### config.mk
export PLATFORM = sky130hd
export DESIGN_NAME = ram_load_ctrl
export DESIGN_NICKNAME = d
export VERILOG_FILES = /design/src/rtl/ram_load_ctrl_pkg.sv /design/src/rtl/ram_load_ctrl.sv
export SDC_FILE = /design/constraint.sdc
export NUM_CORES = 1
export LEC_CHECK = 0
export BUFFER_PORTS_ARGS = -buffer_cell sky130_fd_sc_hd__buf_2
export CORE_AREA = 2 2 53 55
export DETAILED_ROUTE_END_ITERATION = 6
export DIE_AREA = 0 0 55 57
export PLACE_DENSITY_LB_ADDON = 0.08
export SLEW_MARGIN = 20
export SYNTH_ARGS = -nofsm -noshare
export SYNTH_HDL_FRONTEND = slang
export SYNTH_SLANG_ARGS = --single-unit
### constraint.sdc
create_clock -name clk -period 4.1 [get_ports clk]
set_input_delay 0.205 -clock clk [delete_from_list [all_inputs] [get_ports clk]]
set_output_delay 0.205 -clock clk [all_outputs]
set_load 0.005 [all_outputs]
### src/rtl/ram_load_ctrl_pkg.sv
// Shared definitions for the program-RAM load controller.
// State encodings and default bus widths.
package ram_load_ctrl_pkg;

    localparam int ADDR_W_DEF = 4;
    localparam int DATA_W_DEF = 8;

    localparam logic [1:0] ST_RUN     = 2'd0;
    localparam logic [1:0] ST_HANDOFF = 2'd1;
    localparam logic [1:0] ST_LOAD    = 2'd2;
    localparam logic [1:0] ST_DONE    = 2'd3;

endpackage

### src/rtl/ram_load_ctrl.sv
// Arbitrates the program RAM port between the CPU bus and a byte-stream loader.
// The loader fills RAM from address 0 while the CPU is halted, summing bytes mod 2^DATA_W.
module ram_load_ctrl
    import ram_load_ctrl_pkg::*;
#(
    parameter int ADDR_W   = ADDR_W_DEF,
    parameter int DATA_W   = DATA_W_DEF,
    parameter int LOAD_LEN = 16
) (
    input  logic              clk,
    input  logic              rst_n,
    input  logic              prog_mode,
    input  logic [ADDR_W-1:0] cpu_addr,
    input  logic              cpu_ri,
    input  logic              cpu_ro,
    input  logic [DATA_W-1:0] cpu_data_i,
    output logic [DATA_W-1:0] cpu_data_o,
    output logic              cpu_halt,
    input  logic              ld_valid,
    input  logic [DATA_W-1:0] ld_data,
    output logic              ld_ready,
    output logic              ld_done,
    output logic [ADDR_W-1:0] ld_addr,
    output logic [DATA_W-1:0] ld_sum,
    output logic [ADDR_W-1:0] ram_addr,
    output logic              ram_ri,
    output logic              ram_ro,
    output logic [DATA_W-1:0] ram_wdata,
    input  logic [DATA_W-1:0] ram_rdata
);

    localparam logic [ADDR_W-1:0] LAST = ADDR_W'(LOAD_LEN - 1);

    logic [1:0] state;
    logic [1:0] state_nxt;
    logic       xfer;

    assign xfer = (state == ST_LOAD) && ld_valid;

    // Dropping prog_mode wins over reaching the last byte; the byte is still written.
    always_comb begin
        state_nxt = state;
        unique case (state)
            ST_RUN:     state_nxt = prog_mode ? ST_HANDOFF : ST_RUN;
            ST_HANDOFF: state_nxt = prog_mode ? ST_LOAD : ST_RUN;
            ST_LOAD: begin
                if (!prog_mode)
                    state_nxt = ST_RUN;
                else if (xfer && ld_addr == LAST)
                    state_nxt = ST_DONE;
            end
            ST_DONE:    state_nxt = prog_mode ? ST_DONE : ST_RUN;
        endcase
    end

    always_ff @(posedge clk) begin
        if (!rst_n) begin
            state   <= ST_RUN;
            ld_addr <= '0;
            ld_sum  <= '0;
        end else begin
            state <= state_nxt;
            if (state == ST_HANDOFF) begin
                ld_addr <= '0;
                ld_sum  <= '0;
            end else if (xfer) begin
                ld_addr <= ld_addr + ADDR_W'(1);
                ld_sum  <= ld_sum + ld_data;
            end
        end
    end

    // Every output decodes from the state register, never from prog_mode.
    always_comb begin
        cpu_halt  = 1'b1;
        ld_ready  = 1'b0;
        ld_done   = 1'b0;
        ram_addr  = ld_addr;
        ram_ri    = 1'b0;
        ram_ro    = 1'b0;
        ram_wdata = ld_data;
        unique case (state)
            ST_RUN: begin
                cpu_halt  = 1'b0;
                ram_addr  = cpu_addr;
                ram_ri    = cpu_ri;
                ram_ro    = cpu_ro;
                ram_wdata = cpu_data_i;
            end
            ST_HANDOFF: ;
            ST_LOAD: begin
                ld_ready = 1'b1;
                ram_ri   = ld_valid;
            end
            ST_DONE:    ld_done = 1'b1;
        endcase
    end

    assign cpu_data_o = (state == ST_RUN && cpu_ro) ? ram_rdata : '0;

endmodule

### Word-level counts from Yosys, hierarchy flattened

Cells that the tools add are included.

* register bits: 14

* mux-type cells: 14
* add/subtract/negate cells: 2
* bitwise gates (word level): 1
* equality and inequality tests: 5
* reductions and logical operators: 5

Operators by type and width (count)
* 8-bit 2-to-1 mux: 2
* 8-bit adder: 1
* 2-bit 2-to-1 mux: 4
* 2-bit case mux with 4 select lines: 1
* 1-bit 2-to-1 mux: 5
* 4-bit by 1-bit adder with 4-bit output, second input constant: 1
* 2-bit equality test, second input constant: 2
* 4-bit equality test, second input constant: 1
* 4-bit 2-to-1 mux: 1
* 1-bit logical AND: 3
* 3-bit by 2-bit inequality test with 1-bit output, second input constant: 1
* 2-bit by 1-bit equality test with 1-bit output, second input constant: 1
* 2-bit zero test: 1
* 1-bit case mux with 2 select lines: 1
* 2-bit OR reduction: 1
* 1-bit NOT: 1

### Depth between registers and ports, before layout

Gate-level depths: netlist (run 1).

* word-level depth: 6
* gate-level depth with buffers: 8

### Worst setup path before layout (run 1)

No wires, ideal clock.

* path kind: flip-flop to flip-flop
* start: register ld_sum[1]
* end: register ld_sum[7]
* arrival time: 1.810 ns
* slack: 2.224 ns
* clock period less this slack: 1.876 ns
* setup time: 0.066 ns
* buffers on the path: 0
* required time: 4.034 ns
* stages on the path, launching flop included: 7
* cells stage by stage: dfxtp_1 > ha_1 > a211oi_2 > nor3_1 > or4_4 > a31o_1 > a21oi_2

* word-level cells in the longest chain between the ends: 1

RTL lines
* start, declared: RTL line ram_load_ctrl.sv:24 `output logic [DATA_W-1:0] ld_sum,`
* start signal, assigned: RTL line ram_load_ctrl.sv:68 `ld_sum <= ld_sum + ld_data;`
* 8-bit adder: RTL line ram_load_ctrl.sv:68

Every way passes these cells.
A chain may end at the register's enable or synchronous reset.

### Final worst setup path (run 1)

Ends and elaborated chain as after synthesis.

==> metrics.log, run 1 <==
[metrics] deepest level of the CTS H-tree: 1
[metrics] cell leakage power: 0.795 nW
[metrics] Clk Tree Root Cell: sky130_fd_sc_hd__clkbuf_4
[metrics] GRT Resource Usage Total: 18.3%
[metrics] Max Fanout on Critical Path: 4
[metrics] Final Max Tran Viols: 0
[metrics] number of diodes added for antenna fixing: 0
[metrics] vias post-DR: 1219
[metrics] most frequent standard cell in the layout excluding fill and tap cells: sky130_fd_sc_hd__buf_2
[metrics] number of nets with antenna violations after routing: 0
[metrics] crit path DAT: 2.24 ns
[metrics] placeable core area: 0.00262 sq mm
[metrics] # fillers: 274
[metrics] category of the worst setup path launch point: flip-flop
[metrics] number of synthesized flops with an enable pin: 0
[metrics] Final WS setup: 2.09 ns
[metrics] Synthesis Warnings: 0
[metrics] cell taking the most area after synthesis: sky130_fd_sc_hd__dfxtp_1
[metrics] post-synthesis cell area: 0.00109 sq mm
[metrics] period utilization: 48.9%
[metrics] setup repair after global routing missed its margin: false
[metrics] post-layout instance count excluding filler cells: 233
[metrics] Cell Count Post-Placement: 229
[metrics] aggregate routed wire length: 2690 um
[metrics] TritonCTS clock tree: yes
[metrics] data required time of the critical path: 4.34 ns
[metrics] gp weighted congestion: 0.823
[metrics] clock slew at the register clock pins of the worst setup and hold paths: 0.10 ns
[metrics] synth unique cells: 40
[metrics] Post-layout nets: 246
[metrics] antenna violations before repair: 0
[metrics] Syn Inst Count: 131
[metrics] transition at the pin with the smallest max-transition slack: 0.654 ns
[metrics] proportion of synthesized chip area in sequential cells: 25.7%
[metrics] Max VDD drop: 177 uV
[metrics] hold-fix buffer count after cts: 0
[metrics] wire length of the first global-routing pass: 4220 um
[metrics] summed negative setup slack over all endpoints: 0 ns
[metrics] async set-or-reset flop fraction in the synthesized netlist: 0%
[metrics] Max-Cap Viols: 0
[metrics] post-route clock skew: 0.0134 ns
[metrics] number of buffer cells added on primary ports: 70
[metrics] number of flip-flops and latches in the synthesized netlist: 14
[metrics] First-pass DRT Iterations: 4
[metrics] vias per cell: 5.23
[metrics] status: finished clean
[metrics] highest-count cells in the layout ignoring fill and taps: sky130_fd_sc_hd__buf_2 (70), sky130_fd_sc_hd__nand2_1 (14), sky130_fd_sc_hd__dfxtp_1 (14)
[metrics] met3 routed WL: 217 um
[metrics] Routed wire per std cell: 11.5 um
[metrics] Setup Fix Bufs, Post-CTS: 0
[metrics] total CTS buffers: 3
[metrics] mean instance size in the synthesized netlist: 8.31 sq um
[metrics] top post-synthesis cells by area: sky130_fd_sc_hd__dfxtp_1 (26%), sky130_fd_sc_hd__mux2_2 (11%), sky130_fd_sc_hd__ha_1 (9.2%)
[metrics] worst-case headroom to the max-slew limit: 56.3%
[metrics] die footprint: 0.00314 sq mm
[metrics] number of global-route vias before repair: 971
[metrics] WS Path Type: reg2reg
[metrics] y dimension of the die: 57 um
[metrics] deepest clock path buffer count: 2
[metrics] pin count of the biggest net entering global routing: 21
[metrics] crit end category: flip-flop
[metrics] cts repair resizes: 0
[metrics] overflow left after global routing: 0
[metrics] Horiz. Die Dim: 55 um
[metrics] synth-to-layout area growth: 37.9%
[metrics] Post-DP HPWL: 2150 um
[metrics] share of layout cells above drive strength 1: 45.0%
[metrics] uppermost routed layer: met4
[metrics] endpoints failing hold: 0
[metrics] number of placement rows: 19
[metrics] footprint of the multi-input gates: 758 sq um
[metrics] wire length on met2: 1260 um
[metrics] Achievable Freq: 0.498 GHz
[metrics] P per Cell Area: 220 mW/mm^2
[metrics] detailed router's first-iteration violation count: 13
[metrics] number of nets produced by synthesis: 174
[metrics] worst slack after detailed placement: 2.14 ns
[metrics] Clock Sinks: 14
[metrics] Setup-failing EPs final: 0
[metrics] Final Cell Area: 0.00150 sq mm
[metrics] worst hold path type: in2reg
[metrics] DRC violations left: 0
[metrics] storage element area: 280 sq um
[metrics] initial cell density of the core: 41.6%
[metrics] clock insertion delay at the later pin of the skew report: 0.29 ns
[metrics] final worst path period need: 2.01 ns
[metrics] DP Area: 0.00147 sq mm
[metrics] Primary FF master, synth: sky130_fd_sc_hd__dfxtp_1
[metrics] I/O pin count: 71
[metrics] M1 wire length: 1180 um
[metrics] area share of the leading cell type in the synthesized netlist: 25.7%
metal layers:
| metal | vias to the layer above | GRT usage (%) |
|---|---|---|
| li1 | 623 | - |
| met1 | 543 | 22.5 |
| met2 | 49 | 30.4 |
| met3 | 4 | 4.71 |
| met4 | 0 | 6.27 |
| met5 | - | 0 |
layout make-up:
class	count	share of cell area [%]
repair buffers	72	24.3
multi-input cells	106	50.5
well taps	31	2.58
clock buffers	4	2.42
inverters	6	1.50
flip-flops and latches	14	18.7
synth_stat cells (2+ instances only):
cell type                   n
sky130_fd_sc_hd__ha_1       8
sky130_fd_sc_hd__nand2_1   14
sky130_fd_sc_hd__nand3_1    6
sky130_fd_sc_hd__mux2_2    11
sky130_fd_sc_hd__o21bai_1   2
sky130_fd_sc_hd__clkbuf_1   3
sky130_fd_sc_hd__o21ai_0    4
sky130_fd_sc_hd__inv_1      6
sky130_fd_sc_hd__and3_1     9
sky130_fd_sc_hd__nor2b_1    3
sky130_fd_sc_hd__and2_1     4
sky130_fd_sc_hd__a21oi_1    6
sky130_fd_sc_hd__nor3_1     3
sky130_fd_sc_hd__xor2_1     3
sky130_fd_sc_hd__nor2_1     6
sky130_fd_sc_hd__dfxtp_1   14
sky130_fd_sc_hd__nand4_1    4
sky130_fd_sc_hd__o21a_1     3
power breakdown:
group	leakage (nW)	internal (mW)	total, mW	switching [mW]
clock network	0.0210	0.0540	0.104	0.0502
registers	0.113	0.138	0.140	0.00190
logic	0.661	0.0469	0.0858	0.0388
total	0.795	0.239	0.330	0.0909
cells by family after synthesis:
| logic type | count (synthesis) | synth area share [%] |
|---|---|---|
| flip-flops | 14 | 25.7 |
| AND/OR/NAND/NOR | 57 | 28.3 |
| buffers and inverters | 11 | 4.60 |
| AO/OA/AOI/OAI | 26 | 16.6 |
| multiplexers | 11 | 11.4 |
| XOR/XNOR | 3 | 2.41 |
| adder cells (fa/ha/maj) | 9 | 11.0 |
critical path, stage by stage, from the launching register on:
cell	delay, ns
sky130_fd_sc_hd__dfxtp_1	0.35
sky130_fd_sc_hd__ha_1	0.30
sky130_fd_sc_hd__a211oi_2	0.32
sky130_fd_sc_hd__nor3_1	0.11
sky130_fd_sc_hd__or4_4	0.52
sky130_fd_sc_hd__a31o_1	0.23
sky130_fd_sc_hd__a21oi_2	0.12
through the flow:
step                power [mW]  hold WS (ns)  util, %
global placement         0.228         0.442     56.0
CTS                      0.335         0.139     57.4
global route             0.351         0.149     57.4
detailed placement       0.230         0.447     56.0
finish                   0.330         0.149     57.4
floorplan                0.188         0.321        -
registers in the layout, summed over array words and instances, names as in the netlist:
signal and cells:
ld_addr 4, state 2, ld_sum 8
worst paths after layout:
path | slack, ns | depth (start not counted) | from | end
worst max register to register | 2.09 | 6 | ld_sum[1] | ld_sum[7]
worst min register to register | 0.48 | 2 | ld_sum[0] | ld_sum[0]
worst min-delay path | 0.15 | 3 | prog_mode | state[0]
worst max-delay path | 2.09 | 6 | ld_sum[1] | ld_sum[7]
Power figures use the tool's default switching activity.
==> inputs of run 2 (changes only) <==
--- a/config.mk
+++ b/config.mk
@@ -6,9 +6,9 @@
 export NUM_CORES = 1
 export LEC_CHECK = 0
 export BUFFER_PORTS_ARGS = -buffer_cell sky130_fd_sc_hd__buf_2
-export CORE_AREA = 2 2 53 55
+export CORE_AREA = 2 2 54 56
 export DETAILED_ROUTE_END_ITERATION = 6
-export DIE_AREA = 0 0 55 57
+export DIE_AREA = 0 0 56 58
 export PLACE_DENSITY_LB_ADDON = 0.08
 export SLEW_MARGIN = 20
 export SYNTH_ARGS = -nofsm -noshare
==> constraint.sdc (replaced) <==
create_clock -name clk -period 2.05 [get_ports clk]
set_input_delay 0.1025 -clock clk [delete_from_list [all_inputs] [get_ports clk]]
set_output_delay 0.1025 -clock clk [all_outputs]
set_load 0.005 [all_outputs]
==> run 2 against run 1 <==
Die area is 3.6% higher; routed wire length up 5.7%; worst setup slack got worse by 2.0 ns; sequential cell count did not move; critical path type unchanged; critical endpoint unchanged.
==> metrics.log, run 2 (same netlist as run 1, synthesis figures left out) <==
[metrics] y dimension of the die: 58 um (+1.8%)
[metrics] antenna violations before repair: 0 (unchanged)
[metrics] deepest level of the CTS H-tree: 1 (unchanged)
[metrics] number of diodes added for antenna fixing: 0 (unchanged)
[metrics] placeable core area: 0.00266 sq mm (+1.8%)
[metrics] Clock Sinks: 14 (unchanged)
[metrics] Clk Tree Root Cell: sky130_fd_sc_hd__clkbuf_4
[metrics] endpoints failing hold: 0 (unchanged)
[metrics] cell leakage power: 0.803 nW (+0.94%)
[metrics] data required time of the critical path: 2.28 ns (-2.06 ns)
[metrics] Largest register FFs: 8 (unchanged)
[metrics] I/O pin count: 71 (unchanged)
[metrics] cts repair resizes: 0 (unchanged)
[metrics] highest-count cells in the layout ignoring fill and taps: sky130_fd_sc_hd__buf_2 (70), sky130_fd_sc_hd__nand2_1 (14), sky130_fd_sc_hd__dfxtp_1 (14)
[metrics] total CTS buffers: 3 (unchanged)
[metrics] synth-to-layout area growth: 39.5%
[metrics] number of global-route vias before repair: 1166 (+20%)
[metrics] aggregate routed wire length: 2840 um (+5.7%)
[metrics] First-pass DRT Iterations: 4 (unchanged)
[metrics] post-route clock skew: 0.000587 ns (-0.0128 ns)
[metrics] overflow left after global routing: 0 (unchanged)
[metrics] vias per cell: 5.29 (+1.2%)
[metrics] initial cell density of the core: 40.9% (-0.74 points)
[metrics] TritonCTS clock tree: yes
[metrics] wire length of the first global-routing pass: 4770 um (+13%)
[metrics] Setup-failing EPs final: 0 (unchanged)
[metrics] P per Cell Area: 435 mW/mm^2 (+98%)
[metrics] worst-case hold slack: 0.0365 ns (-0.113 ns)
[metrics] final core area utilization: 57.0% (-0.37 points)
[metrics] detailed router's first-iteration violation count: 67 (+54)
[metrics] final worst path period need: 1.94 ns (-0.0645 ns)
[metrics] Horiz. Die Dim: 56 um (+1.8%)
[metrics] Routed wire per std cell: 12.1 um (+4.8%)
[metrics] hold-fix buffer count after cts: 0 (unchanged)
[metrics] Post-DP HPWL: 2240 um (+4.1%)
[metrics] Max-Cap Viols: 0 (unchanged)
[metrics] status: finished clean
[metrics] Max VDD drop: 338 uV (+91%)
[metrics] worst-case headroom to the max-slew limit: 74.8% (+18 points)
[metrics] category of the worst setup path launch point: flip-flop
[metrics] worst hold path type: in2reg
[metrics] summed negative setup slack over all endpoints: 0 ns (unchanged)
[metrics] share of layout cells above drive strength 1: 46.1% (+1.0 points)
[metrics] vias post-DR: 1244 (+2.1%)
[metrics] crit path DAT: 2.17 ns (-0.07 ns)
[metrics] crit end category: flip-flop
[metrics] number of placement rows: 19 (unchanged)
[metrics] die footprint: 0.00325 sq mm (+3.6%)
[metrics] pin count of the biggest net entering global routing: 25 (+19%)
[metrics] registers with the highest flip-flop counts: ld_sum: 8 flops, ld_addr: 4 flops, state: 2 flops
[metrics] setup repair after global routing missed its margin: false
[metrics] WS Path Type: reg2reg
[metrics] clock slew at the register clock pins of the worst setup and hold paths: 0.09 ns (about the same)
[metrics] GRT Resource Usage Total: 18.3% (-0.054 points)
[metrics] Max Fanout on Critical Path: 3 (-1)
[metrics] transition at the pin with the smallest max-transition slack: 0.378 ns (-0.275 ns)
[metrics] most flop-heavy register: ld_sum
[metrics] number of nets with antenna violations after routing: 0 (unchanged)
[metrics] period utilization: 94.7% (+46 points)
[metrics] Final Max Tran Viols: 0 (unchanged)
[metrics] number of buffer cells added on primary ports: 70 (unchanged)
[metrics] DRC violations left: 0 (unchanged)
[metrics] clock insertion delay at the later pin of the skew report: 0.28 ns (about the same)
[metrics] Achievable Freq: 0.515 GHz (+3.3%)
[metrics] deepest clock path buffer count: 2 (unchanged)
[metrics] Setup Fix Bufs, Post-CTS: 0 (unchanged)
[metrics] Post-layout nets: 248 (+0.81%)
[metrics] most frequent standard cell in the layout excluding fill and tap cells: sky130_fd_sc_hd__buf_2
[metrics] gp weighted congestion: 0.784 (-4.7%)
run 2: cell count changes in the layout (fill, tap and decap cells not counted), sizes merged:
cell / delta
buf: +2
run 2: stage by stage:
step,cells,total power [mW],setup WS [ns],instance area [sq um]
after floorplan,131,0.376,0.174,1090
after global placement,231,0.459,0.160,1480
after detailed placement,231,0.462,0.128,1480
after CTS,235,0.669,0.104,1520
after global routing,235,0.702,0.00161,1520
final,235,0.661,0.108,1520
run 2: final timing paths:
check                           slack, ns      start  cells after the start         to
worst max register to register       0.11  ld_sum[1]                      6  ld_sum[7]
worst max-delay path                 0.11  ld_sum[1]                      6  ld_sum[7]
worst min-delay path                 0.04  prog_mode                      3   state[0]
worst min register to register       0.47  ld_sum[3]                      2  ld_sum[3]
run 2: critical path: stages (launching register included):
cell and delay (ns):
sky130_fd_sc_hd__dfxtp_1 0.32, sky130_fd_sc_hd__ha_1 0.30, sky130_fd_sc_hd__a211oi_2 0.30, sky130_fd_sc_hd__nor3_1 0.10, sky130_fd_sc_hd__or4_4 0.52, sky130_fd_sc_hd__a31o_1 0.23, sky130_fd_sc_hd__a21oi_2 0.12
run 2: power by group:
group / switching (mW) / internal, mW / total (mW) / leakage [nW]
clock network: 0.0993 / 0.108 / 0.207 / 0.0210
registers: 0.00387 / 0.276 / 0.280 / 0.113
logic: 0.0786 / 0.0949 / 0.174 / 0.668
run 2: cell type report:
class	count	area (sq um)
flip-flops and latches	14	280
inverters	6	22.5
multi-input cells	106	761
well taps	31	38.8
clock buffers	4	36.3
fillers	278	1140
repair buffers	74	380
run 2: metal layers:
metal | vias up | part of all wire (%) | global-route usage, %
met5 | - | 0 | 0
met4 | 0 | 1.4 | 8.16
met3 | 5 | 8.2 | 4.02
met2 | 54 | 50 | 35.8
met1 | 563 | 40 | 18.4
li1 | 622 | - | -
